<file path="config.mk">
export PLATFORM = sky130hd
export DESIGN_NAME = mc_exe_ctrl
export DESIGN_NICKNAME = d
export VERILOG_FILES = /design/src/rtl/mc_exe_ctrl_pkg.sv /design/src/rtl/mc_exe_rbuf.sv /design/src/rtl/mc_exe_ctrl.sv
export SDC_FILE = /design/constraint.sdc
export NUM_CORES = 1
export LEC_CHECK = 0
export CAP_MARGIN = 20
export CELL_PAD_IN_SITES_DETAIL_PLACEMENT = 0
export CELL_PAD_IN_SITES_GLOBAL_PLACEMENT = 1
export CORE_MARGIN = 2
export CORE_UTILIZATION = 40
export CTS_BUF_LIST = sky130_fd_sc_hd__clkbuf_16
export DETAILED_ROUTE_END_ITERATION = 8
export GPL_TIMING_DRIVEN = 0
export PLACE_DENSITY = 0.83
export SYNTH_ARGS = -nofsm -noshare
export SYNTH_HDL_FRONTEND = slang
export SYNTH_SLANG_ARGS = --single-unit
</file>
<file path="constraint.sdc">
create_clock -name clk -period 3.47 [get_ports clk]
set_clock_uncertainty 0.15 [all_clocks]
set_input_delay 0.347 -clock clk [delete_from_list [all_inputs] [get_ports clk]]
set_output_delay 0.347 -clock clk [all_outputs]
set_load 0.03 [all_outputs]
</file>
<file path="src/rtl/mc_exe_ctrl_pkg.sv">
// rtl/mc_exe_ctrl_pkg.sv - shared types and configuration defaults for the multi-cycle execution controller
//
// Purpose : register-file and exception-code types, result width, and the
//           per-unit latency / depth defaults used when instantiating
//           mc_exe_ctrl for the divider, FPU and multiplier.
// Ports   : none (package).
package mc_exe_ctrl_pkg;

  localparam int DataWidth          = 32;

  // Datapath latency defaults per execution unit.
  localparam int DivLatency         = 16;
  localparam int FpuLatency         = 4;
  localparam int MulLatency         = 3;

  // Controller defaults: in-flight plus buffered capacity, issue mode.
  localparam int McExeCtrlDepth     = 4;
  localparam int McExeCtrlPipelined = 1;

  typedef logic [4:0] RegFile_t;
  typedef logic [3:0] ExpCode_t;

  typedef enum logic [1:0] {
    EXE_CMD_DIV = 2'd0,
    EXE_CMD_FPU = 2'd1,
    EXE_CMD_MUL = 2'd2
  } exe_cmd_e;

endpackage

</file>
<file path="src/rtl/mc_exe_rbuf.sv">
// rtl/mc_exe_rbuf.sv - DEPTH-entry result FIFO for the multi-cycle execution controller
//
// Purpose : holds completed datapath results until writeback is granted.
// Ports   : clk, reset_ (async active-low), clr_ (sync active-low empty),
//           push/push_data (enqueue), pop (dequeue head),
//           head (oldest entry), count (occupancy), empty.
// DEPTH must be a power of two so pointers wrap naturally modulo DEPTH.
module mc_exe_rbuf #(
  parameter int W     = 8,
  parameter int DEPTH = 4
) (
  input  logic                     clk,
  input  logic                     reset_,
  input  logic                     clr_,
  input  logic                     push,
  input  logic [W-1:0]             push_data,
  input  logic                     pop,
  output logic [W-1:0]             head,
  output logic [$clog2(DEPTH):0]   count,
  output logic                     empty
);

  localparam int PW = $clog2(DEPTH);

  logic [W-1:0]  r_mem [DEPTH];
  logic [PW-1:0] r_wp;
  logic [PW-1:0] r_rp;
  logic [PW:0]   r_cnt;

  always_ff @(posedge clk or negedge reset_) begin
    if (!reset_) begin
      r_wp  <= '0;
      r_rp  <= '0;
      r_cnt <= '0;
    end else if (!clr_) begin
      r_wp  <= '0;
      r_rp  <= '0;
      r_cnt <= '0;
    end else begin
      if (push) r_wp <= r_wp + 1'b1;
      if (pop)  r_rp <= r_rp + 1'b1;
      case ({push, pop})
        2'b10:   r_cnt <= r_cnt + 1'b1;
        2'b01:   r_cnt <= r_cnt - 1'b1;
        default: r_cnt <= r_cnt;
      endcase
    end
  end

  always_ff @(posedge clk) begin
    if (push) r_mem[r_wp] <= push_data;
  end

  assign head  = r_mem[r_rp];
  assign count = r_cnt;
  assign empty = (r_cnt == '0);

  a_no_overflow: assert property (@(posedge clk) disable iff (!reset_)
    !(push && !pop && (r_cnt == (PW+1)'(DEPTH))));

  a_no_underflow: assert property (@(posedge clk) disable iff (!reset_)
    !(pop && (r_cnt == '0)));

endmodule

</file>
<file path="src/rtl/mc_exe_ctrl.sv">
// rtl/mc_exe_ctrl.sv - issue/latency tracking and writeback arbitration for fixed-latency execution units
//
// Purpose : accepts issues, launches the external datapath, tracks each op
//           through a LATENCY-stage valid/rd shift register, captures results
//           (bypass or result FIFO) and requests writeback with a one-cycle
//           early destination prediction.
// Ports   : clk, reset_ (async active-low), flush_ (kill all ops),
//           issue_/rd (issue request), busy_/exe_start_ (issue handshake,
//           datapath launch), res/res_exp_/res_exp_code (datapath result),
//           wb_req_/pred_wb_rd/wb_ack_ (writeback arbitration),
//           wb_e_/wb_rd/wb_data/wb_exp_/wb_exp_code (registered writeback),
//           stall_cnt (writeback stall counter).
// Option  : MC_EXE_CTRL_STALL_CNT_EN enables the saturating stall counter;
//           without it stall_cnt is tied to zero.
module mc_exe_ctrl
  import mc_exe_ctrl_pkg::*;
#(
  parameter int DATA      = DataWidth,
  parameter int LATENCY   = 8,
  parameter int DEPTH     = McExeCtrlDepth,
  parameter int PIPELINED = McExeCtrlPipelined
) (
  input  logic            clk,
  input  logic            reset_,
  input  logic            flush_,
  input  logic            issue_,
  input  RegFile_t        rd,
  output logic            busy_,
  output logic            exe_start_,
  input  logic [DATA-1:0] res,
  input  logic            res_exp_,
  input  ExpCode_t        res_exp_code,
  output logic            wb_req_,
  output RegFile_t        pred_wb_rd,
  input  logic            wb_ack_,
  output logic            wb_e_,
  output RegFile_t        wb_rd,
  output logic [DATA-1:0] wb_data,
  output logic            wb_exp_,
  output ExpCode_t        wb_exp_code,
  output logic [31:0]     stall_cnt
);

  localparam int EW = $bits(RegFile_t) + 1 + $bits(ExpCode_t) + DATA;
  localparam int CW = $clog2(DEPTH) + 1;
  localparam int OW = $clog2(LATENCY + DEPTH + 1);

  // Stage i holds the op issued i+1 cycles ago; the last stage lines up
  // with the cycle in which the datapath presents its result.
  logic [LATENCY-1:0] r_stg_vld;
  RegFile_t           r_stg_rd [LATENCY];

  logic          w_accept;
  logic          w_iter_hold;
  logic [OW-1:0] w_occ;
  logic          w_arr;
  logic [EW-1:0] w_arr_entry;
  logic [EW-1:0] w_buf_head;
  logic [CW-1:0] w_buf_cnt;
  logic          w_buf_empty;
  logic [EW-1:0] w_src_entry;
  logic          w_src_vld;
  RegFile_t      w_src_rd;
  logic          w_src_exp_;
  ExpCode_t      w_src_code;
  logic [DATA-1:0] w_src_data;
  logic          w_consume;
  logic          w_push;
  logic          w_pop;

  // Occupancy counts in-flight stages and buffered results together so the
  // buffer can never be asked to hold more than DEPTH entries.
  always_comb begin
    w_occ = OW'(w_buf_cnt);
    for (int i = 0; i < LATENCY; i++) begin
      w_occ = w_occ + OW'(r_stg_vld[i]);
    end
  end

  assign w_iter_hold = (PIPELINED == 0) && (|r_stg_vld);
  // Only registered state (and reset) feeds busy_, keeping issue_ off this path.
  assign busy_       = reset_ && !((w_occ >= OW'(DEPTH)) || w_iter_hold);
  assign w_accept    = !issue_ && busy_ && flush_;
  assign exe_start_  = !w_accept;

  always_ff @(posedge clk or negedge reset_) begin
    if (!reset_) begin
      r_stg_vld <= '0;
    end else if (!flush_) begin
      r_stg_vld <= '0;
    end else begin
      r_stg_vld[0] <= w_accept;
      for (int i = 1; i < LATENCY; i++) begin
        r_stg_vld[i] <= r_stg_vld[i-1];
      end
    end
  end

  always_ff @(posedge clk) begin
    r_stg_rd[0] <= rd;
    for (int i = 1; i < LATENCY; i++) begin
      r_stg_rd[i] <= r_stg_rd[i-1];
    end
  end

  assign w_arr       = r_stg_vld[LATENCY-1];
  assign w_arr_entry = {r_stg_rd[LATENCY-1], res_exp_, res_exp_code, res};

  // Older buffered results always go first; the arriving result may only
  // bypass the buffer when the buffer is empty, which preserves FIFO order.
  assign w_src_vld   = !w_buf_empty || w_arr;
  assign w_src_entry = w_buf_empty ? w_arr_entry : w_buf_head;
  assign {w_src_rd, w_src_exp_, w_src_code, w_src_data} = w_src_entry;

  assign wb_req_    = !(w_src_vld && flush_);
  assign pred_wb_rd = w_src_rd;
  assign w_consume  = !wb_req_ && !wb_ack_;
  assign w_pop      = w_consume && !w_buf_empty;
  assign w_push     = w_arr && flush_ && !(w_consume && w_buf_empty);

  mc_exe_rbuf #(
    .W     (EW),
    .DEPTH (DEPTH)
  ) u_rbuf (
    .clk       (clk),
    .reset_    (reset_),
    .clr_      (flush_),
    .push      (w_push),
    .push_data (w_arr_entry),
    .pop       (w_pop),
    .head      (w_buf_head),
    .count     (w_buf_cnt),
    .empty     (w_buf_empty)
  );

  always_ff @(posedge clk or negedge reset_) begin
    if (!reset_) begin
      wb_e_       <= 1'b1;
      wb_exp_     <= 1'b1;
      wb_rd       <= '0;
      wb_data     <= '0;
      wb_exp_code <= '0;
    end else begin
      wb_e_ <= !w_consume;
      if (w_consume) begin
        wb_rd       <= w_src_rd;
        wb_data     <= w_src_data;
        wb_exp_     <= w_src_exp_;
        wb_exp_code <= w_src_code;
      end
    end
  end

`ifdef MC_EXE_CTRL_STALL_CNT_EN
  logic [31:0] r_stall_cnt;

  always_ff @(posedge clk or negedge reset_) begin
    if (!reset_) begin
      r_stall_cnt <= '0;
    end else if (!flush_) begin
      r_stall_cnt <= '0;
    end else if (!wb_req_ && wb_ack_ && (r_stall_cnt != '1)) begin
      r_stall_cnt <= r_stall_cnt + 32'd1;
    end
  end

  assign stall_cnt = r_stall_cnt;
`else
  assign stall_cnt = '0;
`endif

  a_no_dropped_issue: assert property (@(posedge clk) disable iff (!reset_)
    !(!issue_ && !busy_ && flush_));

endmodule

</file>
=== Word level (Yosys, flattened, before mapping) ===
Memory sizes are Yosys's and may differ from the RTL's.
Index checks and enable logic that the tools add are counted.

* Output and inout bits: 83
* Register bits: 58
* Logic and storage cells: 58
* Input port bits: 47
* Memory bits (writable): 208
* Memories: 2

{| class="wikitable"
|+ Memories
! memory !! words !! bits a word !! read ports !! clocked after memory_dff !! write ports !! RTL line !! RTL
|-
| u_rbuf.r_mem || 4 || 42 || 1 || 0 || 1 || mc_exe_rbuf.sv:25 || <nowiki>logic [W-1:0] r_mem [DEPTH];</nowiki>
|-
| r_stg_rd || 8 || 5 || 8 || 0 || 8 || mc_exe_ctrl.sv:51 || <nowiki>RegFile_t r_stg_rd [LATENCY];</nowiki>
|}

* Order comparisons: 1
* Reduce and logical (&&, ||, !) cells: 19
* Muxes and demuxes: 10
* Equality and inequality tests: 5
* Add/sub/neg operators: 12

{| class="wikitable"
|+ Operators with widths
! kind !! count
|-
| $mux 42 || 1
|-
| $add 4x1->4 || 7
|-
| $logic_and 1x1->1 || 9
|-
| $logic_not 1->1 || 8
|-
| $mux 2 || 4
|-
| $mux 8 || 1
|-
| $pmux 3 s2 || 1
|-
| $add 2x1->2 const B || 2
|-
| $add 3x1->4 || 1
|-
| $ge 4x3->1 const B || 1
|-
| $ne 2x1->1 const B || 2
|-
| $add 3x1->3 const B || 1
|-
| $logic_not 3->1 || 1
|-
| $mux 3 || 1
|-
| $ne 3x1->1 const B || 1
|-
| $sub 3x1->3 const B || 1
|-
| $eq 2x1->1 const B || 1
|-
| $eq 2x2->1 const B || 1
|-
| $mux 1 || 2
|-
| $logic_or 1x1->1 || 1
|}

=== Logic depth before layout (Yosys ltp) ===
Gate-level depths: netlist (run 1).

* Depth after elaboration: 14
* Mapped depth: 10
* Mapped depth without buffers: 10

=== Cells and area by module ===
Synthesis (run 1) repeated with hierarchy kept, for this count alone.

* Cell total of the unflattened synthesis: 576
* Area, all modules: 10213.5 um^2

{| class="wikitable"
|+ By module, submodules not included
! module !! area each (um^2) !! cells each !! times used !! sequential area each (um^2)
|-
| mc_exe_rbuf || 6556.3 || 260 || 1 || 5220.0
|-
| mc_exe_ctrl || 3657.3 || 316 || 1 || 2079.5
|}

=== Worst setup path after synthesis (run 1) ===
No wires, ideal clock.

* Path kind: reg2out
* Start: register r_stg_vld[0]
* End: output port exe_start_
* Path buffers: 0
* Required time: 2973 ps
* Data arrival time: 3038 ps
* Cell stages (with the launch flop): 11
* Path slack: -65 ps
* Path through: dfrtp_1 fa_1 inv_1 fa_1 fa_1 inv_1 ha_1 nand3_1 and3_1 o31ai_1 or3b_2

* Cells in the longest elaborated chain, start to end: 14

{| class="wikitable"
|+ RTL lines
! what !! RTL line !! RTL
|-
| start, declared || mc_exe_ctrl.sv:50 || <nowiki>logic [LATENCY-1:0] r_stg_vld;</nowiki>
|-
| start signal, assigned || mc_exe_ctrl.sv:92 || <nowiki>r_stg_vld[0] <= w_accept;</nowiki>
|-
| start signal, assigned by index || mc_exe_ctrl.sv:94 || <nowiki>r_stg_vld[i] <= r_stg_vld[i-1];</nowiki>
|-
| $add 3x1->4 || mc_exe_ctrl.sv:76 || <nowiki>w_occ = w_occ + OW'(r_stg_vld[i]);</nowiki>
|-
| $add 4x1->4 (7 in a row) || mc_exe_ctrl.sv:76 ||
|-
| $ge 4x3->1 || mc_exe_ctrl.sv:82 || <nowiki>assign busy_ = reset_ && !((w_occ >= OW'(DEPTH)) || w_iter_hold);</nowiki>
|-
| $logic_not 1->1 || mc_exe_ctrl.sv:82 ||
|-
| $logic_and 1x1->1 || mc_exe_ctrl.sv:82 ||
|-
| $logic_and 1x1->1 (2 in a row) || mc_exe_ctrl.sv:83 || <nowiki>assign w_accept = !issue_ && busy_ && flush_;</nowiki>
|-
| $logic_not 1->1 || mc_exe_ctrl.sv:84 || <nowiki>assign exe_start_ = !w_accept;</nowiki>
|-
| end, declared || mc_exe_ctrl.sv:29 || <nowiki>output logic exe_start_,</nowiki>
|}

No other way between the ends.

=== Final worst setup path (run 1) ===
* Start: register r_stg_vld[3]
* End: output port exe_start_

* Cells in the longest elaborated chain, start to end: 11

{| class="wikitable"
|+ RTL lines
! what !! RTL line
|-
| $add 4x1->4 (5 in a row) || mc_exe_ctrl.sv:76
|-
| $ge 4x3->1 || mc_exe_ctrl.sv:82
|-
| $logic_not 1->1 || mc_exe_ctrl.sv:82
|-
| $logic_and 1x1->1 || mc_exe_ctrl.sv:82
|-
| $logic_and 1x1->1 (2 in a row) || mc_exe_ctrl.sv:83
|-
| $logic_not 1->1 || mc_exe_ctrl.sv:84
|}

No other way between the ends.

==> results of run 1 <==
-- per-layer routing --
metal | up-vias | track usage [%]
met5 | - | 0
met4 | 0 | 3.98
met3 | 26 | 3.78
met2 | 147 | 24.5
met1 | 2603 | 20.2
li1 | 2437 | -
-- power groups by stage --
stage	Clock, mW	Sequential [mW]	Combinational (mW)
2_1_floorplan	0	4.23	0.415
3_3_place_gp	0	3.81	1.47
3_5_place_dp	0	3.82	1.48
4_1_cts	2.91	3.76	1.49
5_1_grt	3.06	3.78	1.59
6_report	2.84	3.75	1.48
-- flip-flops by register name (all words and copies together) (netlist names) --
signal and flops:
wb_e_ 1, u_rbuf.r_wp 2, r_stg_vld 8, wb_exp_code 4
u_rbuf.count 3, wb_rd 5, wb_data 32, r_stg_rd 40
u_rbuf.r_mem 168, u_rbuf.r_rp 2, wb_exp_ 1
-- through the flow --
step                      hold WS (ns)  cell area [um^2]
after detailed placement         0.162             11500
after CTS                       0.0429             12500
final                           0.0722             12600
after floorplan                -0.0986             10100
after global placement           0.160             11400
after global routing            0.0780             12600
-- cells by family (layout without fill, tap and decap cells) --
kind of cell / count (synthesis) / in the layout / share of synthesized area (%)
and+or+nand+nor: 127 / 127 / 5.65
adders and majority gates: 14 / 14 / 2.06
muxes: 50 / 50 / 10.4
xor gates and xnor gates: 3 / 3 / 0.264
AOI/OAI and AO/OA: 49 / 49 / 3.54
buffers and inverters: 74 / 228 / 4.88
other: 1 / 34 / 0.0376
DFF: 266 / 266 / 73.2
-- worst min-delay path: cells and delay by family --
family	cells	cell delay [ns]
buffers and inverters	1	0.16
AOI/OAI and AO/OA	2	0.20
-- path summary, 6_finish.rpt --
check                                        to            from  cells after the start  slack, ns
worst max-delay path                 exe_start_    r_stg_vld[3]                     11      -0.72
worst min-delay path            u_rbuf.count[0]         wb_ack_                      3       0.07
worst max register to register     r_stg_vld[0]    r_stg_vld[3]                     10       0.32
worst min register to register  r_stg_rd[1][12]  r_stg_rd[1][7]                      0       0.17
max in group asynchronous        wb_exp_code[2]          reset_                      3       2.57
min in group asynchronous               wb_exp_          reset_                      2       0.26
-- area by class of cell --
class	instances	area [um^2]
Timing Repair Buffer	102	1070
Clock inverter	21	123
Tap cell	324	405
Sequential cell	266	7300
Fill cell	2036	11800
Buffer	63	445
Clock buffer	31	776
Inverter	11	41.3
Antenna cell	2	5.00
Multi-Input combinational cell	275	2390
-- timing repair --
| item | 4_1_cts | 5_1_grt |
|---|---|---|
| hold buffers | 3 | 0 |
| setup endpoints to repair | 2 | 2 |
| gates resized for setup | 12 | 15 |
| pin swaps | 0 | 5 |
| hold endpoints to repair | 60 | 0 |
| setup buffers | 0 | 0 |
-- synthesized netlist by cell type (2+ instances only) --
cell type,instances,share of area [%]
a21oi_1,5,0.25
a22oi_1,37,2.8
and2_1,13,0.82
and3_1,4,0.25
buf_2,11,0.55
buf_4,40,3.0
buf_6,6,0.68
clkbuf_1,5,0.19
dfrtp_1,56,14
dfstp_2,2,0.53
dfxtp_1,40,8.0
edfxtp_1,168,51
fa_1,4,0.80
ha_1,10,1.3
inv_1,11,0.41
mux2_2,5,0.56
mux2i_1,3,0.30
mux4_2,42,9.5
nand2_1,96,3.6
nor2_1,2,0.075
nor3_1,4,0.20
o21ai_0,3,0.15
xor2_1,2,0.18
-- layout by cell type, fill, tap and decap left out, drive strengths merged, types with 5 or more instances in the layout --
cell type / count
a21oi: 5
a22oi: 37
and2: 13
buf: 66
clkbuf: 36
clkdlybuf4s50: 92
clkinv: 11
conb: 32
dfrtp: 56
dfxtp: 40
edfxtp: 168
ha: 10
inv: 18
mux2: 5
mux4: 42
nand2: 96
nor3: 6
==> results.toml, run 1 <==
[place]
place.gp.congestion = 0.712
post-dp-hpwl_um = 11900
preCtsSetupSlack_ns = -0.727
portBuffers = 95
placed_cells = 1038

[grt]
grt_max_degree = 57
gr-total-overflow = 0
antenna_found_initial = 2
gr-usage-all-layers_pct = 15.0
grt_pass1_wl_um = 30200
grt_pass1_vias = 5386

[power]
clockPowerShare_pct = 35.2
power_mw = 8.07
power_leakage_nw = 4.78
intPower_mw = 5.94
power_density_nw_per_um2 = 642
p_sw_mw = 2.13
vdd_ir_drop_max_v = 0.000390
pwr-share-comb_pct = 18.4
power.share.switching_pct = 26.4
pwr-share-seq_pct = 46.5

[cells_and_area]
layout-area-overhead-vs-synth_pct = 26.0
drive_gt1_share_pct = 22.6
finish.net_count = 808
fin_util_pct = 51.5
instances_no_fill = 1095

[timing]
setup_slack_ns = -0.716
tightest_slew_ns = 0.683
post-route-period-util_pct = 121
max_slew_margin_pct = 54.2
fin_tns_setup_ns = -1.30
clock.fmax_mhz = 239
setup_violations = 2
drv_slew = 0
period_needed_ns = 4.19
rsz0062_at_grt = "true"
final_hold_viol_count = 0

[synth]
avgSynthCellArea_um2 = 17.1
ys_types = 38
synth_warnings = 0
synthCells = 584
ys_ff_latch = 266
postSynth.asyncResetShare_pct = 21.8
netlist_area_um2 = 9970
synth_flop_cell = "edfxtp_1"
synth-edff-count = 168
yosysSeqAreaShare_pct = 73.2

[clock_network]
clockBufferDepth = 3
clkLatencyLatePin_ns = 0.52
cts.htree.levels = 1
clkSinkCount = 266
clk_pin_slew_worst_paths_ns = 0.06
root_buffer = "clkbuf_16"
cts_buffers = 28
tritoncts = "done"

[floorplan]
initial_core_util_pct = 40.9
io_pins = 130
num_rows = 57
dieWidth_um = 162
coreArea_um2 = 24400
fp.dieH_um = 162
die_area_um2 = 26200

[route]
wl_per_cell_um = 17.7
num_vias = 5213
viasPerCell = 4.76
first_iter_violations = 350
firstDrtPassIters = 4
final_antenna_net_count = 0
dr_wl_met3_um = 1490
dr.max_layer_used = "met4"
dr_wl_met2_um = 9390
wirelength_um = 19400
drt-met1-wl_um = 8110
drc = 0

[critical_path]
crit_chain = "fa_1, inv_2, fa_1, fa_1, inv_2, ha_4, a21oi_4, and3_4, o31ai_4, or3b_4, buf_6"
max_stage_delay_ns = 0.55
critPathSlowestCell = "fa_1"
endpoint_kind = "primary output"
cp_common_cell = "fa_1"
required_ns = 2.97
start_kind = "register"
path_max_fanout = 3
crit_arrival_ns = 3.69
critPathKind = "reg -> out"
crit_family = "adder cells"
critPathBufInv = 3

[status]
status = "finished, violations left"
violations = "setup timing"

[run]
maxCapViolations = 0

[min_path]
hp-class = "in -> reg"
No activity file was read; power rests on OpenSTA's default activity.
==> run 2, diff against run 1 <==
--- a/config.mk
+++ b/config.mk
@@ -11,6 +11,8 @@
 export CORE_MARGIN = 2
 export CORE_UTILIZATION = 40
 export CTS_BUF_LIST = sky130_fd_sc_hd__clkbuf_16
+export CTS_CLUSTER_DIAMETER = 120
+export CTS_CLUSTER_SIZE = 8
 export DETAILED_ROUTE_END_ITERATION = 8
 export GPL_TIMING_DRIVEN = 0
 export PLACE_DENSITY = 0.83
==> constraint.sdc (replaced) <==
create_clock -name clk -period 3.73 [get_ports clk]
set_clock_uncertainty 0.15 [all_clocks]
set_input_delay 0.373 -clock clk [delete_from_list [all_inputs] [get_ports clk]]
set_output_delay 0.373 -clock clk [all_outputs]
set_load 0.03 [all_outputs]
==> run 2 against run 1 <==
Largest power group unchanged; worst hold slack better by 0.00097 ns; global-route usage is 0.40 points higher; core utilization is 0.90 points higher; the run still ends with setup timing left; die area stayed put; clock power is 7.4% higher; final area is 1.8% higher.
==> results.toml, run 2 (synthesized netlist as in run 1, its figures left out) <==
[critical_path]
crit_chain = "fa_1, inv_1, fa_1, fa_1, inv_2, ha_4, nand3_4, a21oi_2, o31ai_4, or3b_4, buf_6"
required_ns = 3.21
path_max_fanout = 3
critPathSlowestCell = "fa_1"
crit_arrival_ns = 3.61
r2r-end = "r_stg_vld[0]"
max_stage_delay_ns = 0.53
worstReg2RegStart = "r_stg_vld[0]"
rr_worst_depth = 12
critPathKind = "reg -> out"
start_kind = "register"
endpoint_kind = "primary output"
cp_common_cell = "fa_1"
r2r_slack_ns = 0.42

[power]
p_sw_mw = 2.07
clockPowerShare_pct = 38.5
pwr-share-comb_pct = 17.4
vdd_ir_drop_max_v = 0.000350
intPower_mw = 5.86
pwr-share-seq_pct = 44.2
power_leakage_nw = 4.97
power.share.switching_pct = 26.1
power_mw = 7.92
power_density_nw_per_um2 = 620

[place]
placed_cells = 1038
post-dp-hpwl_um = 11800
preCtsSetupSlack_ns = -0.524
portBuffers = 95
place_area_um2 = 11500
place.gp.congestion = 0.699

[cells_and_area]
mostFrequentLayoutCells = "168 x edfxtp_1, 96 x nand2_1, 92 x clkdlybuf4s50_1"
finish.net_count = 821
fillers = 2021
largest-register = "u_rbuf.r_mem"
n_antenna_cell = 0
fin_util_pct = 52.4
reg_top3 = "u_rbuf.r_mem x168, r_stg_rd x40, wb_data x32"
layout-area-overhead-vs-synth_pct = 28.2
fin_area_um2 = 12800
mostFrequentLayoutCell = "edfxtp_1"
drive_gt1_share_pct = 22.4
instances_no_fill = 1113
largest_reg_flops = 168

[min_path]
hold_end = "u_rbuf.r_wp[1]"
hp-class = "in -> reg"
hold_start = "flush_"
hold_depth = 3

[timing]
final_hold_viol_count = 0
setup_slack_ns = -0.406
tightest_slew_ns = 0.729
clock.fmax_mhz = 242
setup_violations = 2
max_slew_margin_pct = 51.4
hold_ws_ns = 0.0732
rsz0062_at_grt = "true"
post-route-period-util_pct = 111
fin_tns_setup_ns = -0.771
drv_slew = 0
period_needed_ns = 4.14

[floorplan]
dieWidth_um = 162
die_area_um2 = 26200
initial_core_util_pct = 40.9
fp.dieH_um = 162
io_pins = 130
coreArea_um2 = 24400
num_rows = 57

[clock_network]
clockBufferDepth = 3
clkSinkCount = 266
cts_buffers = 39
root_buffer = "clkbuf_16"
clk_pin_slew_worst_paths_ns = 0.05
clkLatencyLatePin_ns = 0.51
tritoncts = "done"
cts.htree.levels = 2

[route]
viasPerCell = 4.80
wl_per_cell_um = 17.7
first_iter_violations = 409
drc = 0
num_vias = 5342
firstDrtPassIters = 6
final_antenna_net_count = 0
wirelength_um = 19700

[grt]
grt_pass1_wl_um = 30700
grt_pass1_vias = 5468
gr-total-overflow = 0
grt_max_degree = 57
gr-usage-all-layers_pct = 15.4
antenna_found_initial = 0

[run]
maxCapViolations = 0

[status]
violations = "setup timing"
status = "finished, violations left"
-- run 2: cell types whose count changed in the layout (fill, tap and decap cells not counted), moves of 2 or more --
cell        delta
diode_2        -2
clkinv_1       -3
clkinvlp_4     -2
inv_6          +3
clkinv_2       -8
buf_4          +3
clkbuf_16      +8
inv_1         +21
-- run 2: critical path, delay by kind of cell (launching register included) --
family,cells,cell delay (ns)
compound gates,2,0.27
fa+ha+maj,4,1.76
buf+inv,3,0.24
flops,1,0.39
simple gates,2,0.44
-- run 2: how the worst max path moves through the flow --
stage | from | to | slack [ns] | cells past startpoint
detailed placement | r_stg_vld[0] | exe_start_ | -0.52 | 11
floorplan | r_stg_vld[0] | exe_start_ | 0.17 | 10
global placement | reset_ | exe_start_ | -1.54 | 4
global route | r_stg_vld[0] | exe_start_ | -0.51 | 11
CTS | r_stg_vld[0] | exe_start_ | -0.47 | 11
finish | r_stg_vld[0] | exe_start_ | -0.41 | 11
-- run 2: final cells by class --
cell class / count / area (um^2) / share of cell area [%]
plain buffers: 63 / 445 / 3.49
repair buffers: 104 / 1090 / 8.54
flip-flops and latches: 266 / 7300 / 57.1
multi-input cells: 275 / 2380 / 18.7
clock inverters: 31 / 136 / 1.07
clock buffers: 39 / 976 / 7.64
inverters: 11 / 41.3 / 0.323
well taps: 324 / 405 / 3.17
-- run 2: timing repair --
| item | CTS | global route |
|---|---|---|
| setup buffers | 3 | 0 |
| setup endpoints to repair | 2 | 2 |
| endpoints found under the hold margin | 56 | 0 |
| pin swaps | 1 | 3 |
| resized for setup | 23 | 6 |
| hold buffers | 2 | 0 |
-- run 2: power by group through the flow --
stage	clock network, mW	logic, mW	registers [mW]
floorplan	0	0.386	3.93
CTS	3.13	1.39	3.50
global placement	0	1.35	3.55
global route	3.27	1.46	3.53
finish	3.05	1.38	3.50
detailed placement	0	1.37	3.55
-- run 2: per-layer routing --
metal,vias up,GRT usage (%),wire [um]
li1,2459,-,-
met1,2670,19.7,8210
met2,180,26.1,9730
met3,33,3.35,1340
met4,0,5.35,403
met5,-,0,0
